$ cat config.mk
export PLATFORM = sky130hd
export DESIGN_NAME = sequence_verifier
export DESIGN_NICKNAME = d
export VERILOG_FILES = /design/src/rtl/sequence_verifier.sv
export SDC_FILE = /design/constraint.sdc
export NUM_CORES = 1
export LEC_CHECK = 0
export BUFFER_PORTS_ARGS = -buffer_cell sky130_fd_sc_hd__buf_2
export CORE_MARGIN = 10
export CORE_UTILIZATION = 35
export DETAILED_ROUTE_END_ITERATION = 10
export PLACE_DENSITY = 0.63
export SLEW_MARGIN = 20
export SYNTH_ARGS = -nofsm -noshare
export SYNTH_HDL_FRONTEND = slang
export SYNTH_SLANG_ARGS = --single-unit
$ cat constraint.sdc
create_clock -name clk -period 3.5 [get_ports clk]
set_input_delay 0.35 -clock clk [delete_from_list [all_inputs] [get_ports clk]]
set_output_delay 0.35 -clock clk [all_outputs]
set_load 0.1 [all_outputs]
$ cat src/rtl/sequence_verifier.sv
// Defuse-code checker feeding the game controller's s_results input.
// Optional macro SEQ_STRIKES_EN allows three wrong attempts before a loss.
`timescale 1ns/1ps
module sequence_verifier #(
    parameter int                   SEQ_LEN     = 4,
    parameter logic [SEQ_LEN*4-1:0] SEQ_VALUE   = 16'h3141,
    parameter int                   HOLD_CYCLES = 250,
    parameter int                   HOLD_W      = 8
) (
    input  logic       clk,
    input  logic       rst,
    input  logic [7:0] s_current,
    input  logic       key_valid,
    input  logic [3:0] key_code,
    output logic [1:0] s_results,
    output logic [2:0] seq_idx,
    output logic [1:0] strikes
);

    localparam logic [2:0] ST_IDLE  = 3'd0;
    localparam logic [2:0] ST_ARMED = 3'd1;
    localparam logic [2:0] ST_WIN   = 3'd2;
    localparam logic [2:0] ST_LOSE  = 3'd3;
    localparam logic [2:0] ST_DONE  = 3'd4;

    localparam logic [7:0] SC_AUTH    = 8'h00;
    localparam logic [7:0] SC_PLAY    = 8'h10;
    localparam logic [7:0] SC_TIMEOUT = 8'h12;

    localparam logic [3:0]        LAST_IDX  = 4'(SEQ_LEN - 1);
    localparam logic [3:0]        FULL_IDX  = 4'(SEQ_LEN);
    localparam logic [HOLD_W-1:0] HOLD_LAST = HOLD_W'(HOLD_CYCLES - 1);

    logic [2:0]        state_q, state_d;
    logic [3:0]        idx_q, idx_d;
    logic [HOLD_W-1:0] cnt_q, cnt_d;
    logic [1:0]        res_q, res_d;
    logic [3:0]        expected;
`ifdef SEQ_STRIKES_EN
    logic [1:0]        strk_q, strk_d;
`endif

    always_comb begin
        expected = '0;
        for (int unsigned i = 0; i < SEQ_LEN; i++) begin
            if (idx_q == 4'(i)) expected = SEQ_VALUE[(SEQ_LEN-1-i)*4 +: 4];
        end
    end

    always_comb begin
        state_d = state_q;
        idx_d   = idx_q;
        cnt_d   = cnt_q;
`ifdef SEQ_STRIKES_EN
        strk_d  = strk_q;
`endif
        case (state_q)
            ST_IDLE: begin
                if (s_current == SC_PLAY) begin
                    state_d = ST_ARMED;
                    idx_d   = '0;
`ifdef SEQ_STRIKES_EN
                    strk_d  = '0;
`endif
                end
            end
            ST_ARMED: begin
                if (s_current == SC_TIMEOUT) begin
                    state_d = ST_LOSE;
                    cnt_d   = '0;
                end else if (key_valid) begin
                    if (key_code == expected) begin
                        if (idx_q == LAST_IDX) begin
                            state_d = ST_WIN;
                            idx_d   = FULL_IDX;
                            cnt_d   = '0;
                        end else begin
                            idx_d = idx_q + 4'd1;
                        end
                    end else begin
`ifdef SEQ_STRIKES_EN
                        // a wrong key restarts the code; the third one loses the game
                        idx_d = '0;
                        if (strk_q != 2'd3) strk_d = strk_q + 2'd1;
                        if (strk_q == 2'd2) begin
                            state_d = ST_LOSE;
                            cnt_d   = '0;
                        end
`else
                        state_d = ST_LOSE;
                        cnt_d   = '0;
`endif
                    end
                end
            end
            ST_WIN, ST_LOSE: begin
                if (cnt_q == HOLD_LAST) begin
                    state_d = ST_DONE;
                    cnt_d   = '0;
                end else begin
                    cnt_d = cnt_q + 1'b1;
                end
            end
            ST_DONE: begin
                if (s_current == SC_AUTH || s_current == SC_PLAY) begin
                    state_d = ST_IDLE;
                    idx_d   = '0;
`ifdef SEQ_STRIKES_EN
                    strk_d  = '0;
`endif
                end
            end
            default: begin
                state_d = ST_IDLE;
                idx_d   = '0;
                cnt_d   = '0;
`ifdef SEQ_STRIKES_EN
                strk_d  = '0;
`endif
            end
        endcase
    end

    always_comb begin
        case (state_d)
            ST_WIN:  res_d = 2'b01;
            ST_LOSE: res_d = 2'b10;
            ST_DONE: res_d = 2'b11;
            default: res_d = 2'b00;
        endcase
    end

    always_ff @(posedge clk) begin
        if (!rst) begin
            state_q <= ST_IDLE;
            idx_q   <= '0;
            cnt_q   <= '0;
            res_q   <= 2'b00;
        end else begin
            state_q <= state_d;
            idx_q   <= idx_d;
            cnt_q   <= cnt_d;
            res_q   <= res_d;
        end
    end

`ifdef SEQ_STRIKES_EN
    always_ff @(posedge clk) begin
        if (!rst) strk_q <= '0;
        else      strk_q <= strk_d;
    end
    assign strikes = strk_q;
`else
    assign strikes = 2'b00;
`endif

    // the 3-bit port cannot show 8; a full 8-digit code reports 7
    assign seq_idx   = (idx_q > 4'd7) ? 3'd7 : idx_q[2:0];
    assign s_results = res_q;

endmodule

==> impl_metrics.tcl <==
set metrics [dict create \
    grt_pass1_wl_um 5133 \
    hold_depth 2 \
    cts-buffers-inserted 3 \
    crit_path_end_kind "flip-flop" \
    rows 20 \
    hold_ws_ps 374.4 \
    diodes 0 \
    grt.total_usage 0.09959 \
    internal_power_w 0.0002480 \
    critPathLaunch "idx_q[0]" \
    final_cell_area_mm2 0.001270 \
    max_freq_mhz 361.4 \
    timing.final.crit_share 0.7905 \
    slew_headroom 0.6487 \
    place.gp.congestion 0.8565 \
    r2r-start "idx_q[0]" \
    initialDrtViolationCount 91 \
    slew_violations 0 \
    min_period_ps 2767 \
    fillers 338 \
    maxCapViolCount 0 \
    post-cts-setup-buffers 0 \
    clock_sinks 17 \
    hold_viol_final 0 \
    io_buffers 19 \
    yosysUniqueCellTypes 48 \
    core_area_mm2 0.003053 \
    yosysMostFrequentCell "dfxtp_1" \
    yosysSeqAreaShare 0.3049 \
    synth-seq-cells 17 \
    power.share.switching 0.2553 \
    critPathKind "flip-flop to flip-flop" \
    tns_ps 0 \
    ir_worst_vdd_uv 170.8 \
    grt_setup_unrepaired "no" \
    antenna_found_initial 0 \
    seq_power_share 0.582 \
    antenna_left 0 \
    synth_edf_count 0 \
    ios 22 \
    vias_per_cell 5.672 \
    powerDensity_mw_per_mm2 262.2 \
    power.total_w 0.0003330 \
    first_global_vias 1133 \
    synthTopCellsByCount "dfxtp_1, nor2_1, nand2_1" \
    area_growth_pct 13.79 \
    dp_slack_ps 816.4 \
    ys.flop_type "dfxtp_1" \
    p_sw_w 0.00008500 \
    setup_viol 0 \
    clockPowerShare 0.322 \
    synth.area.top_cells "dfxtp_1, ha_1, nor2_1" \
    nNetsFinal 182 \
    drive_above_1_share 0.1750 \
    min_from "rst" \
    cts_buffer_depth 2 \
    die_y_um 76.47 \
    pwr-share-comb 0.097 \
    die_width_um 76.47 \
    worst_pin_slew_ps 524.4 \
    yosys_warnings 0 \
    yosysTopAreaCell "dfxtp_1" \
    path_clk_slew_ps 100 \
    cp.required_ps 3730 \
    drcViolationCount 0 \
    syn_area_mm2 0.001116 \
    worstHoldPathType "primary input to flip-flop" \
    r2r.worst_path.cells 8 \
    routed_wl_um 2879 \
    p_leak_nw 0.5281 \
    outcome "complete, no violations" \
    floorplan.initialDensity 0.3656 \
    synth-async-reset-ratio 0 \
    syn-mean-instance-area_um2 7.915 \
    htreeDepth 1 \
    finalClockSkew_ps 0.9416 \
    cts.repair.resized 0 \
    synth_cells 141 \
    start_kind "flip-flop" \
    grt_max_degree 11 \
    synth_top_area_share 0.3049 \
    cts_root_buf "clkbuf_4" \
    hpwlAfterDp_um 2270 \
    worstPathArrival_ps 2990 \
    clk_latency_ps 290 \
    worst_slack_ps 733.2 \
    cts_hold_buffers 0 \
    cts_tree "built" \
    critPathMaxFanout 7 \
    dr_total_vias 1157 \
    die-area_mm2 0.005848 \
    wl_per_cell_um 14.11 \
    drt-pass1-iter-count 4 \
    gr-total-overflow 0 \
    placed_area_mm2 0.001244 \
]
power by group through the flow:
stage	clock [W]	combinational [W]	sequential, W
floorplan	0	0.0000217	0.000198
detailed placement	0	0.0000319	0.000198
finish	0.000107	0.0000322	0.000194
CTS	0.000111	0.0000320	0.000194
global route	0.000119	0.0000351	0.000194
global placement	0	0.0000314	0.000198
kinds of logic (layout without fill, tap and decap cells):
| logic type | Yosys count | count (layout) | synth area share |
|---|---|---|---|
| buf+inv | 13 | 31 | 0.05044 |
| mux | 1 | 1 | 0.008969 |
| compound gates | 40 | 40 | 0.2612 |
| simple gates | 63 | 63 | 0.3038 |
| fa+ha+maj | 6 | 6 | 0.06726 |
| flops | 17 | 17 | 0.3049 |
| other cells | 1 | 2 | 0.003360 |
routing by layer:
metal,part of all wire,global-route usage,vias to the layer above
met4,0.011,0.03532,0
met5,0,0,-
li1,-,-,570
met1,0.45,0.1204,555
met3,0.043,0.02594,5
met2,0.50,0.1650,27
through the flow:
stage,utilization,instances
6_report,0.4160,204
5_1_grt,0.4160,204
4_1_cts,0.4160,204
3_5_place_dp,0.4074,200
3_3_place_gp,0.4074,200
2_1_floorplan,-,142
cells in the final DEF (no fill, tap or decap), types with 2 or more instances in the layout:
master,synthesis,layout
nand2_1,10,10
nor3_1,7,7
nor4_1,2,2
conb_1,1,2
nor2_1,15,15
or2_2,2,2
nor2b_1,2,2
and3b_1,2,2
o22ai_1,4,4
a31oi_1,8,8
ha_1,6,6
o21ai_0,7,7
inv_1,8,8
dfxtp_1,17,17
nand3_1,7,7
a22o_1,2,2
nand2b_1,2,2
and3_1,2,2
a41oi_1,2,2
o21a_1,2,2
clkbuf_4,0,3
nand4b_1,2,2
or4_1,2,2
buf_2,0,19
final timing paths:
kind	slack, ps	to
worst max-delay path	730	idx_q[3]
worst min-delay path	370	cnt_q[4]
worst max register to register	730	idx_q[3]
worst min register to register	470	cnt_q[6]
flip-flops by register name (all words and copies together), names as in the netlist:
register	count
s_results	2
idx_q	4
cnt_q	8
state_q	3
critical path, stage by stage (launching register included):
cell and delay [ps]:
dfxtp_1 470, inv_1 100, ha_1 230, nor2b_1 150, or4_1 420, a311oi_2 420, nand3_2 200, or4_1 540
a31oi_1 170
layout make-up:
class	count	area, µm²	area share
Tap cell	44	55.05	0.04335
Inverter	8	30.03	0.02365
Sequential cell	17	340.3	0.2680
Timing Repair Buffer	19	95.09	0.07488
Multi-Input combinational cell	112	723.2	0.5695
Clock buffer	4	26.28	0.02069
Power figures use the tool's default switching activity.
